File: src/rtl/vdp_cpu_vram_port_if.sv
// Toggle-handshake bus between the CPU VRAM port and the VRAM arbiter.
// master = CPU port side (issues requests), slave = arbiter side.
interface vdp_cpu_vram_port_if;
  logic [1:0]  DOTSTATE;
  logic [7:0]  PRAMDAT;
  logic        VDPVRAMWRACK;
  logic        VDPVRAMRDACK;
  logic        VDPVRAMADDRSETACK;
  logic        VDPVRAMREADINGR;
  logic [7:0]  VDPVRAMACCESSDATA;
  logic [16:0] VDPVRAMACCESSADDRTMP;
  logic        VDPVRAMWRREQ;
  logic        VDPVRAMRDREQ;
  logic        VDPVRAMADDRSETREQ;
  logic        VDPVRAMREADINGA;

  modport master (
    input  DOTSTATE, PRAMDAT, VDPVRAMWRACK, VDPVRAMRDACK, VDPVRAMADDRSETACK, VDPVRAMREADINGR,
    output VDPVRAMACCESSDATA, VDPVRAMACCESSADDRTMP, VDPVRAMWRREQ, VDPVRAMRDREQ,
           VDPVRAMADDRSETREQ, VDPVRAMREADINGA
  );

  modport slave (
    output DOTSTATE, PRAMDAT, VDPVRAMWRACK, VDPVRAMRDACK, VDPVRAMADDRSETACK, VDPVRAMREADINGR,
    input  VDPVRAMACCESSDATA, VDPVRAMACCESSADDRTMP, VDPVRAMWRREQ, VDPVRAMRDREQ,
           VDPVRAMADDRSETREQ, VDPVRAMREADINGA
  );
endinterface

File: src/rtl/vdp_cpu_vram_port.sv
// CPU #98/#99 front end of the VRAM arbiter: toggles appear one cycle after cpu_req.
// No backpressure on #99; #98 accesses made while cpu_wait is high are dropped.
module vdp_cpu_vram_port (
  input  logic                       CLK21M,
  input  logic                       RESET,
  input  logic                       cpu_req,
  input  logic                       cpu_wr,
  input  logic                       cpu_port,
  input  logic [7:0]                 cpu_dbi,
  input  logic                       status_rd,
  input  logic [2:0]                 reg_r14,
  output logic [7:0]                 cpu_dbo,
  output logic                       cpu_wait,
  output logic                       reg_wr,
  output logic [5:0]                 reg_num,
  output logic [7:0]                 reg_data,
  vdp_cpu_vram_port_if.master        vram
);

  typedef enum logic {ADDR_LO, ADDR_HI} ctl_state_t;

  ctl_state_t state, state_nxt;
  logic [7:0] latch_lo;
  logic       latch_en, addr_set, rd_setup, reg_set;
  logic       dp_wr, dp_rd, capture;

  assign cpu_wait = (vram.VDPVRAMWRREQ      != vram.VDPVRAMWRACK) |
                    (vram.VDPVRAMRDREQ      != vram.VDPVRAMRDACK) |
                    (vram.VDPVRAMADDRSETREQ != vram.VDPVRAMADDRSETACK);

  assign dp_wr   = cpu_req & ~cpu_port &  cpu_wr & ~cpu_wait;
  assign dp_rd   = cpu_req & ~cpu_port & ~cpu_wr & ~cpu_wait;
  assign capture = (vram.DOTSTATE == 2'b01) & (vram.VDPVRAMREADINGR != vram.VDPVRAMREADINGA);

  always_ff @(posedge CLK21M or posedge RESET) begin
    if (RESET) state <= ADDR_LO;
    else       state <= state_nxt;
  end

  always_comb begin
    state_nxt = state;
    latch_en  = 1'b0;
    addr_set  = 1'b0;
    rd_setup  = 1'b0;
    reg_set   = 1'b0;
    if (cpu_req && cpu_port && cpu_wr) begin
      if (state == ADDR_LO) begin
        latch_en  = 1'b1;
        state_nxt = ADDR_HI;
      end else begin
        state_nxt = ADDR_LO;
        case (cpu_dbi[7:6])
          2'b00: begin addr_set = 1'b1; rd_setup = 1'b1; end
          2'b01: addr_set = 1'b1;
          2'b10: reg_set  = 1'b1;
          default: ;
        endcase
      end
    end
    // Status read or any data-port access resynchronises the byte pairing,
    // after a coincident #99 write has been acted on.
    if (status_rd || (cpu_req && !cpu_port)) state_nxt = ADDR_LO;
  end

  always_ff @(posedge CLK21M or posedge RESET) begin
    if (RESET) begin
      latch_lo                  <= 8'h00;
      cpu_dbo                   <= 8'h00;
      reg_wr                    <= 1'b0;
      reg_num                   <= 6'd0;
      reg_data                  <= 8'h00;
      vram.VDPVRAMACCESSDATA    <= 8'h00;
      vram.VDPVRAMACCESSADDRTMP <= 17'd0;
      vram.VDPVRAMWRREQ         <= 1'b0;
      vram.VDPVRAMRDREQ         <= 1'b0;
      vram.VDPVRAMADDRSETREQ    <= 1'b0;
      vram.VDPVRAMREADINGA      <= 1'b0;
    end else begin
      reg_wr <= reg_set;
      if (latch_en) latch_lo <= cpu_dbi;
      if (addr_set) begin
        vram.VDPVRAMACCESSADDRTMP <= {reg_r14, cpu_dbi[5:0], latch_lo};
        vram.VDPVRAMADDRSETREQ    <= ~vram.VDPVRAMADDRSETREQ;
      end
      if (rd_setup || dp_rd) vram.VDPVRAMRDREQ <= ~vram.VDPVRAMRDREQ;
      if (reg_set) begin
        reg_num  <= cpu_dbi[5:0];
        reg_data <= latch_lo;
      end
      if (dp_wr) begin
        vram.VDPVRAMACCESSDATA <= cpu_dbi;
        vram.VDPVRAMWRREQ      <= ~vram.VDPVRAMWRREQ;
      end
      // Fresh VRAM data wins over the write mirror when both land together.
      if (capture) begin
        cpu_dbo              <= vram.PRAMDAT;
        vram.VDPVRAMREADINGA <= vram.VDPVRAMREADINGR;
      end else if (dp_wr) begin
        cpu_dbo <= cpu_dbi;
      end
    end
  end

endmodule

File: src/flat_wrapper.sv
// flat-port wrapper written by rule: the top's interface ports become plain ports
module vdp_cpu_vram_port_flat 
  (CLK21M, RESET, cpu_req, cpu_wr, cpu_port, cpu_dbi, status_rd, reg_r14, cpu_dbo, cpu_wait, reg_wr, reg_num, reg_data, vram_DOTSTATE, vram_PRAMDAT, vram_VDPVRAMWRACK, vram_VDPVRAMRDACK, vram_VDPVRAMADDRSETACK, vram_VDPVRAMREADINGR, vram_VDPVRAMACCESSDATA, vram_VDPVRAMACCESSADDRTMP, vram_VDPVRAMWRREQ, vram_VDPVRAMRDREQ, vram_VDPVRAMADDRSETREQ, vram_VDPVRAMREADINGA);
  vdp_cpu_vram_port_if vram_i ();
  input  logic CLK21M;
  input  logic RESET;
  input  logic cpu_req;
  input  logic cpu_wr;
  input  logic cpu_port;
  input  logic [7:0] cpu_dbi;
  input  logic status_rd;
  input  logic [2:0] reg_r14;
  output logic [7:0] cpu_dbo;
  output logic cpu_wait;
  output logic reg_wr;
  output logic [5:0] reg_num;
  output logic [7:0] reg_data;
  input wire logic [$bits(vram_i.DOTSTATE)-1:0] vram_DOTSTATE;
  input wire logic [$bits(vram_i.PRAMDAT)-1:0] vram_PRAMDAT;
  input wire logic [$bits(vram_i.VDPVRAMWRACK)-1:0] vram_VDPVRAMWRACK;
  input wire logic [$bits(vram_i.VDPVRAMRDACK)-1:0] vram_VDPVRAMRDACK;
  input wire logic [$bits(vram_i.VDPVRAMADDRSETACK)-1:0] vram_VDPVRAMADDRSETACK;
  input wire logic [$bits(vram_i.VDPVRAMREADINGR)-1:0] vram_VDPVRAMREADINGR;
  output wire logic [$bits(vram_i.VDPVRAMACCESSDATA)-1:0] vram_VDPVRAMACCESSDATA;
  output wire logic [$bits(vram_i.VDPVRAMACCESSADDRTMP)-1:0] vram_VDPVRAMACCESSADDRTMP;
  output wire logic [$bits(vram_i.VDPVRAMWRREQ)-1:0] vram_VDPVRAMWRREQ;
  output wire logic [$bits(vram_i.VDPVRAMRDREQ)-1:0] vram_VDPVRAMRDREQ;
  output wire logic [$bits(vram_i.VDPVRAMADDRSETREQ)-1:0] vram_VDPVRAMADDRSETREQ;
  output wire logic [$bits(vram_i.VDPVRAMREADINGA)-1:0] vram_VDPVRAMREADINGA;
  assign vram_i.DOTSTATE = vram_DOTSTATE;
  assign vram_i.PRAMDAT = vram_PRAMDAT;
  assign vram_i.VDPVRAMWRACK = vram_VDPVRAMWRACK;
  assign vram_i.VDPVRAMRDACK = vram_VDPVRAMRDACK;
  assign vram_i.VDPVRAMADDRSETACK = vram_VDPVRAMADDRSETACK;
  assign vram_i.VDPVRAMREADINGR = vram_VDPVRAMREADINGR;
  assign vram_VDPVRAMACCESSDATA = vram_i.VDPVRAMACCESSDATA;
  assign vram_VDPVRAMACCESSADDRTMP = vram_i.VDPVRAMACCESSADDRTMP;
  assign vram_VDPVRAMWRREQ = vram_i.VDPVRAMWRREQ;
  assign vram_VDPVRAMRDREQ = vram_i.VDPVRAMRDREQ;
  assign vram_VDPVRAMADDRSETREQ = vram_i.VDPVRAMADDRSETREQ;
  assign vram_VDPVRAMREADINGA = vram_i.VDPVRAMREADINGA;
  vdp_cpu_vram_port u_core (.CLK21M(CLK21M), .RESET(RESET), .cpu_req(cpu_req), .cpu_wr(cpu_wr), .cpu_port(cpu_port), .cpu_dbi(cpu_dbi), .status_rd(status_rd), .reg_r14(reg_r14), .cpu_dbo(cpu_dbo), .cpu_wait(cpu_wait), .reg_wr(reg_wr), .reg_num(reg_num), .reg_data(reg_data), .vram(vram_i));
endmodule
File: config.mk
export PLATFORM = sky130hd
export DESIGN_NAME = vdp_cpu_vram_port_flat
export DESIGN_NICKNAME = d
export VERILOG_FILES = /design/src/rtl/vdp_cpu_vram_port_if.sv /design/src/rtl/vdp_cpu_vram_port.sv /design/src/flat_wrapper.sv
export SDC_FILE = /design/constraint.sdc
export NUM_CORES = 1
export LEC_CHECK = 0
export ABC_AREA = 0
export BUFFER_PORTS_ARGS = -buffer_cell sky130_fd_sc_hd__buf_2
export CORE_MARGIN = 3
export CORE_UTILIZATION = 30
export CTS_BUF_LIST = sky130_fd_sc_hd__clkbuf_8
export CTS_CLUSTER_SIZE = 16
export DETAILED_ROUTE_END_ITERATION = 6
export PLACE_DENSITY = 0.55
export SLEW_MARGIN = 0
export SYNTH_ARGS = -nofsm -noshare
export SYNTH_HDL_FRONTEND = slang
export SYNTH_SLANG_ARGS = --single-unit
File: constraint.sdc
create_clock -name CLK21M -period 2.45 [get_ports CLK21M]
set_input_delay 0.1225 -clock CLK21M [delete_from_list [all_inputs] [get_ports CLK21M]]
set_output_delay 0.1225 -clock CLK21M [all_outputs]
set_load 0.01 [all_outputs]
== Word-level counts from Yosys, hierarchy flattened ==
Cells that the tools add are included.
Storage, ports and cells
  flip-flop bits (word level): 61
  input bits: 31
  word-level logic and storage cells: 58
Cells by class
  bitwise logic cells: 14
  reductions and logical operators: 10
  eq/ne operators: 7
  mux-type cells: 15
Operators by type and width (count)
  8-bit two-way mux: 2
  1-bit two-way mux: 13
  1-bit bitwise AND: 6
  1-bit NOT: 6
  2-bit by 1-bit equality test with 1-bit output, second input constant: 2
  1-bit inequality test: 4
  2-bit nonzero test: 2
  1-bit logical AND: 3
  2-bit equality test, second input constant: 1
  2-bit logical NOT: 1
  1-bit logical OR: 2
  1-bit OR: 2
  2-bit OR reduction: 1
  1-bit logical NOT: 1

== Depth between registers and ports, before layout ==
Gate-level depths: netlist (run 1).
  depth after elaboration: 7
  depth in mapped cells: 5

== Least setup slack after synthesis (run 1) ==
Ideal clock, no wire load.
  path kind: register -> register
  start point: reg u_core.state
  end point: reg u_core.reg_data[0]
  cell stages (with the launch flop): 5
  period minus slack after synthesis: 1.460 ns
  setup time: 0.127 ns
  arrival: 1.332 ns
  buffers on the path: 1
  required time: 2.323 ns
  path slack: 0.990 ns
  path through: dfrtp_1 -> nand4_2 -> nor3b_4 -> buf_6 -> mux2_1
On the way
  cells in the longest elaborated chain, start to end: 2
Ends and longest elaborated chain
  from (decl): line vdp_cpu_vram_port.sv:22  | ctl_state_t state, state_nxt;
  from (signal assigned): line vdp_cpu_vram_port.sv:37  | else state <= state_nxt;
  1-bit two-way mux: line vdp_cpu_vram_port.sv:47  | if (state == ADDR_LO) begin
  1-bit two-way mux: line vdp_cpu_vram_port.sv:46  | if (cpu_req && cpu_port && cpu_wr) begin
  via u_core.reg_set: line vdp_cpu_vram_port.sv:24  | logic latch_en, addr_set, rd_setup, reg_set;
  to (signal assigned): line vdp_cpu_vram_port.sv:88  | reg_data <= latch_lo;
  to (decl): line vdp_cpu_vram_port.sv:16  | output logic [7:0] reg_data,
The timed path passes the listed nets, and every way through them passes these cells.
A chain may end at the register's enable or synchronous reset.

== Final worst setup path (run 1) ==
  start point: reg u_core.vram.VDPVRAMADDRSETREQ
  end point: reg u_core.cpu_dbo[4]
On the way
  cells in the longest elaborated chain, start to end: 5
Ends and longest elaborated chain
  from (decl): line vdp_cpu_vram_port_if.sv:20  | VDPVRAMADDRSETREQ, VDPVRAMREADINGA
  from (signal assigned): line vdp_cpu_vram_port.sv:83  | vram.VDPVRAMADDRSETREQ <= ~vram.VDPVRAMADDRSETREQ;
  1-bit inequality test: line vdp_cpu_vram_port.sv:29  | (vram.VDPVRAMADDRSETREQ != vram.VDPVRAMADDRSETACK);
  1-bit OR: line vdp_cpu_vram_port.sv:28  | (vram.VDPVRAMRDREQ != vram.VDPVRAMRDACK) |
  1-bit NOT: line vdp_cpu_vram_port.sv:31  | assign dp_wr = cpu_req & ~cpu_port & cpu_wr & ~cpu_wait;
  1-bit bitwise AND: line vdp_cpu_vram_port.sv:31
  2-bit nonzero test (no source line)
  to (signal assigned): line vdp_cpu_vram_port.sv:96  | cpu_dbo <= vram.PRAMDAT;
  to (signal assigned): line vdp_cpu_vram_port.sv:99  | cpu_dbo <= cpu_dbi;
  to (decl): line vdp_cpu_vram_port.sv:12  | output logic [7:0] cpu_dbo,
No other way between the ends.

==> results of run 1 <==
## metrics by stage
stage / power [mW] / util (%) / setup slack, ns / instances / instance area, um^2
3_5_place_dp: 1.943 / 37.97 / 0.8446 / 362 / 2949
2_1_floorplan: 1.651 / - / 0.8145 / 179 / 2404
5_1_grt: 3.101 / 41.12 / 0.7221 / 380 / 3194
4_1_cts: 2.969 / 41.12 / 0.8257 / 380 / 3194
6_report: 2.912 / 41.12 / 0.8404 / 380 / 3194
3_3_place_gp: 1.929 / 37.97 / 0.8510 / 362 / 2949
## worst max-delay path, stage by stage, from the launching register on
cell and delay [ns]:
sky130_fd_sc_hd__dfrtp_1 0.41, sky130_fd_sc_hd__xnor2_1 0.31, sky130_fd_sc_hd__and4_1 0.48, sky130_fd_sc_hd__nand2_1 0.15, sky130_fd_sc_hd__a31oi_1 0.19
## power groups by stage
| stage | clock network, mW | registers, mW | logic, mW |
|---|---|---|---|
| floorplan | 0 | 1.41 | 0.238 |
| global placement | 0 | 1.34 | 0.588 |
| detailed placement | 0 | 1.35 | 0.596 |
| CTS | 1.04 | 1.33 | 0.600 |
| global route | 1.08 | 1.35 | 0.662 |
| finish | 1.00 | 1.32 | 0.587 |
## worst max path at each step
stage                                                 endpoint  cells past startpoint  slack (ns)
final                                        u_core.cpu_dbo[4]                      4        0.84
after detailed placement  u_core.vram.VDPVRAMACCESSADDRTMP[14]                      3        0.84
after floorplan                              u_core.cpu_dbo[0]                      1        0.81
after global placement                       u_core.cpu_dbo[3]                      4        0.85
after CTS                                    u_core.cpu_dbo[3]                      4        0.83
after global routing                         u_core.cpu_dbo[1]                      4        0.72
## layer usage
layer	track usage [%]	up-vias
li1	-	806
met1	17.02	842
met2	21.57	60
met3	4.972	7
met4	4.621	0
met5	0	-
## area by class of cell
type / instances / area [um^2]
Clock buffer: 11 / 151.4
Multi-Input combinational cell: 111 / 837.1
Timing Repair Buffer: 88 / 470.5
Tap cell: 102 / 127.6
Fill cell: 783 / 4573
Sequential cell: 61 / 1526
Inverter: 2 / 7.507
Clock inverter: 5 / 73.82
## logic make-up after synthesis
logic type                after synthesis  share of synthesized area [%]
and+or+nand+nor                        53                          10.72
xor gates and xnor gates                7                          2.551
AOI/OAI and AO/OA                      11                          2.811
buffers and inverters                   7                          1.666
DFF                                    61                          63.51
muxes                                  40                          18.74
## cells in the final DEF (no fill, tap or decap), drive strengths merged, types with 2 or more instances in the layout
master	instances
clkbuf	11
buf	86
dlygate4sd3	2
bufinv	2
nand2	34
xor2	3
mux2	40
a31oi	8
inv	3
dfrtp	61
nand4	3
xnor2	4
nor2	9
clkinv	2
nor3b	2
## repair_timing
item                      CTS  global route
hold endpoints to repair   29             0
hold buffers                2             0
buffers inserted            0             0
## sequential cells by signal, summed over array words and instances, names as in the netlist, 6 cells and up
register / cells
u_core.cpu_dbo: 8
u_core.latch_lo: 8
u_core.reg_data: 8
u_core.reg_num: 6
u_core.vram.VDPVRAMACCESSADDRTMP: 17
u_core.vram.VDPVRAMACCESSDATA: 8
==> results_dict.tcl, run 1 <==
set metrics [dict create \
    finalHoldViolCount 0 \
    ioPinCount 84 \
    timing.hold.worst_path_depth 2 \
    synth-edff-count 0 \
    global_route.usage.total_pct 13.56 \
    wire_per_inst_um 14.77 \
    setup_viol 0 \
    post_synth_instance_area_um2 2404 \
    rsz0062_at_grt "no" \
    clock_tree.buffer_depth 2 \
    share_of_post_route_cells_with_drive_strength_above_1_pct 48.92 \
    achievable-frequency_ghz 0.6213 \
    port_buffers 83 \
    yosys.area.top_type "sky130_fd_sc_hd__dfrtp_1" \
    p_seq_share_pct 45.5 \
    ys.warnings.count 0 \
    peakVddDrop_v 0.0003495 \
    finalSetupTns_ns 0 \
    switchingPower_uw 808.8 \
    fp.dieArea_um2 9122 \
    tritoncts "built" \
    power.share.clock_pct 34.4 \
    finalHoldWorstSlack_ns 0.02191 \
    route.detailed.drc 0 \
    synth.yosys.seq_area_share_pct 63.51 \
    die_height_um 95.51 \
    synth_top_cell_area_share_pct 63.51 \
    avgSynthCellArea_um2 13.43 \
    htree_levels 3 \
    final.min_clock_period_ns 1.610 \
    path_clk_slew_ns 0.07 \
    sw_frac_of_total_pct 27.78 \
    drv_cap 0 \
    clock-skew-final_ns 0.008190 \
    post_synth_num_cell_types 26 \
    worst_r2r_endpoint "u_core.cpu_dbo[4]" \
    first_global_vias 1780 \
    reg2reg_depth 4 \
    detailed_routing_wirelength_on_met1_um 2493 \
    regToRegSetupSlack_ns 0.84 \
    cts_sinks 61 \
    ys_top_cells_by_area "sky130_fd_sc_hd__dfrtp_1, sky130_fd_sc_hd__mux2_2, sky130_fd_sc_hd__nand2_1, sky130_fd_sc_hd__mux2_1, sky130_fd_sc_hd__a31oi_1" \
    crit_required_ns 2.71 \
    met3_length_um 438 \
    synthesis.instances 179 \
    areaGrowthSynthToFinish_pct 32.90 \
    share_of_the_clock_period_used_by_the_worst_path_pct 65.70 \
    first_pass_iters 4 \
    grt_first_pass_wirelength_um 9087 \
    antenna-diode-count 0 \
    worst-setup-path-type "reg2reg" \
    hold_path_end "u_core.vram.VDPVRAMACCESSADDRTMP[15]" \
    critical_path_arrival_ns 1.87 \
    reg2reg_from "u_core.vram.VDPVRAMADDRSETREQ" \
    measured_slew_at_the_worst_slew_check_pin_ns 0.6426 \
    hp-start "reg_r14[1]" \
    insertion_delay_to_the_later_sink_of_the_worst_skew_pair_ns 0.34 \
    power.static_leakage_nw 1.726 \
    number_of_buffers_added_by_the_clock_tree_synthesis_step 9 \
    slew_viol_final 0 \
    core_area_um2 7767 \
    worst_slew_margin_rel_pct 57.09 \
    ys_async_sr_fraction_pct 100.0 \
    synth_ff_type "sky130_fd_sc_hd__dfrtp_1" \
    combinationalPowerShare_pct 20.2 \
    internal_cell_power_mw 2.103 \
    startpoint_type_of_the_worst_setup_path "register" \
    post_synth_most_frequent_cells "sky130_fd_sc_hd__dfrtp_1, sky130_fd_sc_hd__nand2_1, sky130_fd_sc_hd__mux2_2" \
    drt_wl_total_um 5612 \
    grt_max_degree 34 \
    status "finished, final reports clean" \
    place_congestion 0.6504 \
    cts_root_buf "sky130_fd_sc_hd__clkbuf_8" \
    crit_path_end_kind "register" \
    post-dp-hpwl_um 3979 \
    met2_wirelength_um 2601 \
    synth.most_common_cell "sky130_fd_sc_hd__dfrtp_1" \
    synth_nets 210 \
    post_cts_resize_count 0 \
    antenna_found_initial 0 \
    cp_max_fanout 8 \
    effective_utilization_at_floorplan_pct 30.94 \
    grt_remaining_overflow 0 \
    routed_via_density 4.513 \
    core.rowCount 32 \
    routed.top_layer "met4" \
    yosys_register_bits 61 \
    power.density_cell_area_nw_per_um2 911.5 \
    nets 304 \
    dr_total_vias 1715 \
    crit_start "u_core.vram.VDPVRAMADDRSETREQ" \
    detail-route-antenna-nets 0 \
    die-width_um 95.51 \
    drt_first_iter_violations 64 \
    min_path_type "in2reg" \
]
(Power assumes the default switching activity.)
==> run 2, diff against run 1 <==
--- a/config.mk
+++ b/config.mk
@@ -12,7 +12,7 @@
 export CTS_BUF_LIST = sky130_fd_sc_hd__clkbuf_8
 export CTS_CLUSTER_SIZE = 16
 export DETAILED_ROUTE_END_ITERATION = 6
-export PLACE_DENSITY = 0.55
+export PLACE_DENSITY = 0.56
 export SLEW_MARGIN = 0
 export SYNTH_ARGS = -nofsm -noshare
 export SYNTH_HDL_FRONTEND = slang
==> constraint.sdc (replaced) <==
create_clock -name CLK21M -period 1.3 [get_ports CLK21M]
set_input_delay 0.065 -clock CLK21M [delete_from_list [all_inputs] [get_ports CLK21M]]
set_output_delay 0.065 -clock CLK21M [all_outputs]
set_load 0.01 [all_outputs]
==> run 2 against run 1 <==
Effect of this change: the flow now finishes with violations (setup timing); worst setup slack lost 0.93 ns; wire length grew 9.1%; core utilization grew 5.9 points; critical path depth is the same; first-iteration DRC count shrank 44%; clock skew shrank 0.0041 ns; die area is the same; count of clock-buffer cells in the layout shrank 1; combinational power grew 140%; critical path type unchanged; critical endpoint is now u_core.vram.VDPVRAMACCESSADDRTMP[1]; largest cell class unchanged; highest routed layer unchanged.
==> results_dict.tcl, run 2 (synthesized netlist as in run 1, its figures left out) <==
set metrics [dict create \
    status "finished with violations" \
    violations_in_the_final_reports "setup timing" \
    dr_total_vias 1811 \
    reg2reg_depth 4 \
    worstPathCellList "nand4_4 -> nor2_4 -> clkbuf_16 -> mux2_4" \
    die-width_um 95.51 \
    tritoncts "built" \
    antenna-diode-count 0 \
    regToRegSetupSlack_ns -0.09 \
    place_congestion 0.6991 \
    largest_reg_flops 17 \
    drt_wl_total_um 6122 \
    areaGrowthSynthToFinish_pct 52.00 \
    nets 332 \
    peakVddDrop_v 0.0006026 \
    switchingPower_mw 1.626 \
    internal_cell_power_mw 4.142 \
    crit_required_ns 1.52 \
    setup_viol 35 \
    sw_frac_of_total_pct 28.20 \
    drv_cap 0 \
    cts_sinks 61 \
    startpoint_type_of_the_worst_setup_path "register" \
    setup.worst_path.end "u_core.vram.VDPVRAMACCESSADDRTMP[1]" \
    power.total_mw 5.768 \
    share_of_the_clock_period_used_by_the_worst_path_pct 106.9 \
    grt_max_degree 28 \
    crit_start "u_core.state" \
    route.detailed.drc 0 \
    clock-skew-final_ns 0.004127 \
    worst-setup-path-type "reg2reg" \
    cts_root_buf "sky130_fd_sc_hd__clkbuf_8" \
    layout.cells.most_common_list "sky130_fd_sc_hd__buf_2, sky130_fd_sc_hd__dfrtp_1, sky130_fd_sc_hd__nand2_1" \
    combinationalPowerShare_pct 24.1 \
    fp.dieArea_um2 9122 \
    antenna_found_initial 0 \
    place_area_um2 3152 \
    power.static_leakage_nw 1.917 \
    port_buffers 83 \
    drt_first_iter_violations 36 \
    core.rowCount 32 \
    number_of_buffers_added_by_the_clock_tree_synthesis_step 9 \
    worst_slew_margin_rel_pct 69.69 \
    cp_max_fanout 9 \
    path_clk_slew_ns 0.07 \
    share_of_post_route_cells_with_drive_strength_above_1_pct 54.90 \
    reg2reg_from "u_core.state" \
    post-dp-hpwl_um 4260 \
    effective_utilization_at_floorplan_pct 30.94 \
    rsz0062_at_grt "yes" \
    critical_path_arrival_ns 1.61 \
    cp_slowest_stage_delay_ns 0.40 \
    achievable-frequency_ghz 0.7194 \
    routed_via_density 4.439 \
    global_route.usage.total_pct 13.66 \
    slew_viol_final 0 \
    power.density_cell_area_nw_per_um2 1579 \
    final.min_clock_period_ns 1.390 \
    crit_path_end_kind "register" \
    clock_tree.buffer_depth 2 \
    layout_setup_ws_ns -0.09000 \
    worst_r2r_endpoint "u_core.vram.VDPVRAMACCESSADDRTMP[1]" \
    slowest_stage "sky130_fd_sc_hd__dfrtp_1" \
    design_area_um2 3654 \
    grt_first_pass_wirelength_um 9432 \
    core_area_um2 7767 \
    first_pass_iters 4 \
    ioPinCount 84 \
    final.fill_count 740 \
    power.share.clock_pct 32.5 \
    largest-register "u_core.vram.VDPVRAMACCESSADDRTMP" \
    measured_slew_at_the_worst_slew_check_pin_ns 0.4536 \
    p_seq_share_pct 43.4 \
    detail-route-antenna-nets 0 \
    htree_levels 3 \
    min_path_type "in2reg" \
    layout.cells.most_common "sky130_fd_sc_hd__buf_2" \
    wire_per_inst_um 15.00 \
    insertion_delay_to_the_later_sink_of_the_worst_skew_pair_ns 0.33 \
    grt_remaining_overflow 0 \
    finalHoldViolCount 0 \
    die_height_um 95.51 \
    first_global_vias 1910 \
]
==> run 2: cell types whose count changed in the layout (fill, tap and decap cells not counted), sizes merged <==
| cell | previous run | this run |
|---|---|---|
| buf | 86 | 101 |
| dlygate4sd3 | 2 | 13 |
| clkinvlp | 0 | 2 |
| inv | 3 | 1 |
| clkbuf | 11 | 12 |
| clkinv | 2 | 3 |
==> run 2: routing by layer <==
metal | global-route usage [%] | wire length, um
met5 | 0 | 0
met1 | 17.39 | 2840
met3 | 3.236 | 338
met2 | 21.75 | 2847
met4 | 6.754 | 96
==> run 2: power groups by stage <==
| stage | Clock, mW | Combinational (mW) | Sequential (mW) |
|---|---|---|---|
| 2_1_floorplan | 0 | 0.491 | 2.68 |
| 3_3_place_gp | 0 | 1.28 | 2.53 |
| 3_5_place_dp | 0 | 1.31 | 2.55 |
| 4_1_cts | 1.94 | 1.39 | 2.51 |
| 5_1_grt | 2.02 | 1.53 | 2.56 |
| 6_report | 1.88 | 1.39 | 2.50 |
==> run 2: metrics by stage <==
step,util (%),std cells,TNS (ns),setup slack [ns],hold WS (ns)
3_5_place_dp,40.58,374,-1.645,-0.1101,0.1082
4_1_cts,45.62,405,-1.543,-0.09702,0.002147
5_1_grt,47.04,408,-5.163,-0.1626,0.03214
3_3_place_gp,40.58,374,-0.7773,-0.06682,0.1054
6_report,47.04,408,-1.999,-0.09000,0.01782
2_1_floorplan,-,179,-1.397,-0.1279,0.1281
==> run 2: worst min path at each step <==
stage                              to  cells past startpoint       startpoint  slack [ns]
floorplan                u_core.state                      1        status_rd        0.13
global placement    u_core.reg_num[4]                      2            RESET        0.11
detailed placement  u_core.reg_num[4]                      2            RESET        0.11
CTS                 u_core.cpu_dbo[3]                      3  vram_PRAMDAT[3]       0.002
global route        u_core.reg_num[3]                      2       cpu_dbi[3]        0.03
finish              u_core.cpu_dbo[3]                      3  vram_PRAMDAT[3]        0.02
==> run 2: cell type report <==
type                            count  area [um^2]  share of cell area, %
Clock inverter                      6        86.33                  2.363
Multi-Input combinational cell    111        963.4                  26.37
Tap cell                          102        127.6                  3.493
Timing Repair Buffer              116        798.3                  21.85
Inverter                            2        11.26                 0.3082
Clock buffer                       10        137.6                  3.767
Sequential cell                    61         1529                  41.85
==> run 2: timing repair <==
| action | CTS | global route |
|---|---|---|
| endpoints found under the setup margin | 32 | 49 |
| buffers inserted | 2 | 1 |
| hold buffers | 13 | 0 |
| gates cloned | 0 | 2 |
| pin swaps | 5 | 7 |
| gates resized for setup | 5 | 15 |
| hold endpoints to repair | 27 | 0 |
==> run 2: worst max-delay path, delay by kind of cell, from the launching register on <==
family                 cells  cell delay [ns]
flip-flops                 1             0.40
buffers and inverters      1             0.22
multiplexers               1             0.30
AND/OR/NAND/NOR            2             0.36
==> run 3, diff against run 2 <==
--- a/config.mk
+++ b/config.mk
@@ -13,6 +13,7 @@
 export CTS_CLUSTER_SIZE = 16
 export DETAILED_ROUTE_END_ITERATION = 6
 export PLACE_DENSITY = 0.56
+export RECOVER_POWER = 100
 export SLEW_MARGIN = 0
 export SYNTH_ARGS = -nofsm -noshare
 export SYNTH_HDL_FRONTEND = slang
==> run 3 against run 2 <==
Effect of this change: the flow still finishes with violations (setup timing); worst setup slack worse by 0.0019 ns; critical path depth unchanged; clock skew about the same; die area unchanged; register-to-register slack about the same; sequential share of layout area up 1.2 points; critical path type unchanged.
==> results_dict.tcl, run 3 (synthesized netlist as in run 1, its figures left out) <==
set metrics [dict create \
    status "finished with violations" \
    violations_in_the_final_reports "setup timing" \
    achievable-frequency_ghz 0.7184 \
    layout.cells.most_common "sky130_fd_sc_hd__dfrtp_1" \
    share_of_the_clock_period_used_by_the_worst_path_pct 107.1 \
    met2_wirelength_um 2857 \
    share_of_post_route_cells_with_drive_strength_above_1_pct 37.25 \
    worst_slew_margin_rel_pct 47.26 \
    layout.cells.most_common_list "sky130_fd_sc_hd__dfrtp_1, sky130_fd_sc_hd__clkbuf_1, sky130_fd_sc_hd__nand2_1" \
    number_of_gates_on_the_worst_path_with_buffers_counted 4 \
    grt_remaining_overflow 0 \
    detail-route-antenna-nets 0 \
    slowest_stage "sky130_fd_sc_hd__dfrtp_1" \
    crit_required_ns 1.52 \
    grt_first_pass_wirelength_um 9432 \
    first_global_vias 1910 \
    power.total_mw 5.673 \
    cp_max_fanout 9 \
    setup_viol 42 \
    die-width_um 95.51 \
    routed.top_layer "met4" \
    measured_slew_at_the_worst_slew_check_pin_ns 0.7868 \
    drv_cap 0 \
    detailed_routing_wirelength_on_met1_um 2866 \
    areaGrowthSynthToFinish_pct 47.79 \
    clock_tree.buffer_depth 2 \
    port_buffers 83 \
    regToRegSetupSlack_ns -0.09 \
    critical_path_arrival_ns 1.61 \
    largest-register "u_core.vram.VDPVRAMACCESSADDRTMP" \
    finalHoldViolCount 0 \
    dr_total_vias 1811 \
    slew_viol_final 0 \
    grt_max_degree 28 \
    antenna_found_initial 0 \
    die_height_um 95.51 \
    power.static_leakage_nw 1.705 \
    drt_wl_total_um 6141 \
    first_pass_iters 4 \
    hp-start "vram_PRAMDAT[3]" \
    number_of_buffers_added_by_the_clock_tree_synthesis_step 9 \
    routed_via_density 4.439 \
    reg2reg_from "u_core.state" \
    nets 332 \
    layout_setup_ws_ns -0.09189 \
    number_of_placed_instances_taps_included 374 \
    ioPinCount 84 \
    met3_length_um 321 \
    worst-setup-path-type "reg2reg" \
    cp_slowest_stage_delay_ns 0.40 \
    wire_per_inst_um 15.05 \
    final.min_clock_period_ns 1.392 \
    final_cells 408 \
    path_clk_slew_ns 0.07 \
    fp.dieArea_um2 9122 \
    htree_levels 3 \
    peakVddDrop_v 0.0005991 \
    finalSetupTns_ns -2.194 \
    min_path_type "in2reg" \
    place_congestion 0.6991 \
    post-dp-hpwl_um 4260 \
    timing.hold.worst_path_depth 3 \
    reg2reg_depth 4 \
    power.density_cell_area_nw_per_um2 1597 \
    core.rowCount 32 \
    tritoncts "built" \
    insertion_delay_to_the_later_sink_of_the_worst_skew_pair_ns 0.33 \
    drt_first_iter_violations 36 \
    dp_worst_setup_slack_ns -0.1101 \
    crit_path_end_kind "register" \
    antenna-diode-count 0 \
    global_route.usage.total_pct 13.66 \
    startpoint_type_of_the_worst_setup_path "register" \
    clock-skew-final_ns 0.004128 \
    critPathBufInv 1 \
    effective_utilization_at_floorplan_pct 30.94 \
    critPathTopFamily "flip-flops" \
    largest_reg_flops 17 \
    crit_start "u_core.state" \
    route.detailed.drc 0 \
    worstPathCellList "nand4_4 -> nor2_4 -> clkbuf_16 -> mux2_4" \
    rsz0062_at_grt "yes" \
    cts_root_buf "sky130_fd_sc_hd__clkbuf_8" \
    cts_sinks 61 \
    final.fill_count 757 \
    core_area_um2 7767 \
]
==> run 3: cell count changes in the layout (fill, tap and decap cells not counted), sizes merged <==
cell / delta
buf: -56
clkbuf: +56
==> run 3: final timing paths <==
check | endpoint
worst min-delay path | u_core.cpu_dbo[3]
worst max-delay path | u_core.vram.VDPVRAMACCESSADDRTMP[1]
max in group asynchronous | u_core.reg_num[2]
worst min register to register | u_core.vram.VDPVRAMACCESSDATA[7]
worst max register to register | u_core.vram.VDPVRAMACCESSADDRTMP[1]
min in group asynchronous | u_core.reg_data[0]
==> run 3: tightest hold or removal path: stages <==
cell,delay (ns)
sky130_fd_sc_hd__buf_2,0.10
sky130_fd_sc_hd__nor2_1,0.10
sky130_fd_sc_hd__a31oi_1,0.05
==> run 3: cell type report <==
class | count | area (um^2) | share of cell area (%)
Sequential cell | 61 | 1529 | 43.04
Multi-Input combinational cell | 111 | 963.4 | 27.12
Timing Repair Buffer | 116 | 699.4 | 19.69
Clock buffer | 10 | 137.6 | 3.875
Tap cell | 102 | 127.6 | 3.593
Clock inverter | 6 | 86.33 | 2.430
Inverter | 2 | 8.758 | 0.2466
==> run 3: timing repair <==
action,in CTS,in global routing
cloned,0,2
gates resized for setup,5,15
pin swaps,5,7
hold buffers,13,0
hold endpoints to repair,27,0
setup buffers,2,1
setup endpoints to repair,32,49
==> run 3: report_power, final <==
group / switching (mW) / internal [mW]
Combinational: 0.651 / 0.631
Clock: 0.749 / 1.13
Sequential: 0.237 / 2.28
Total: 1.64 / 4.04
==> run 3: per-stage QoR <==
step                      utilization (%)  area (um^2)  hold slack, ns
after floorplan                         -         2489          0.1281
after global placement              40.58         3152          0.1054
after detailed placement            40.58         3152          0.1082
after CTS                           45.62         3543        0.002147
after global routing                45.73         3552         0.03214
final                               45.73         3552         0.01803
==> run 3: metal layers <==
metal  track usage [%]  vias up
met5                 0        -
met4             6.754        0
met3             3.236        9
met2             21.75       50
met1             17.39      887
li1                  -      865
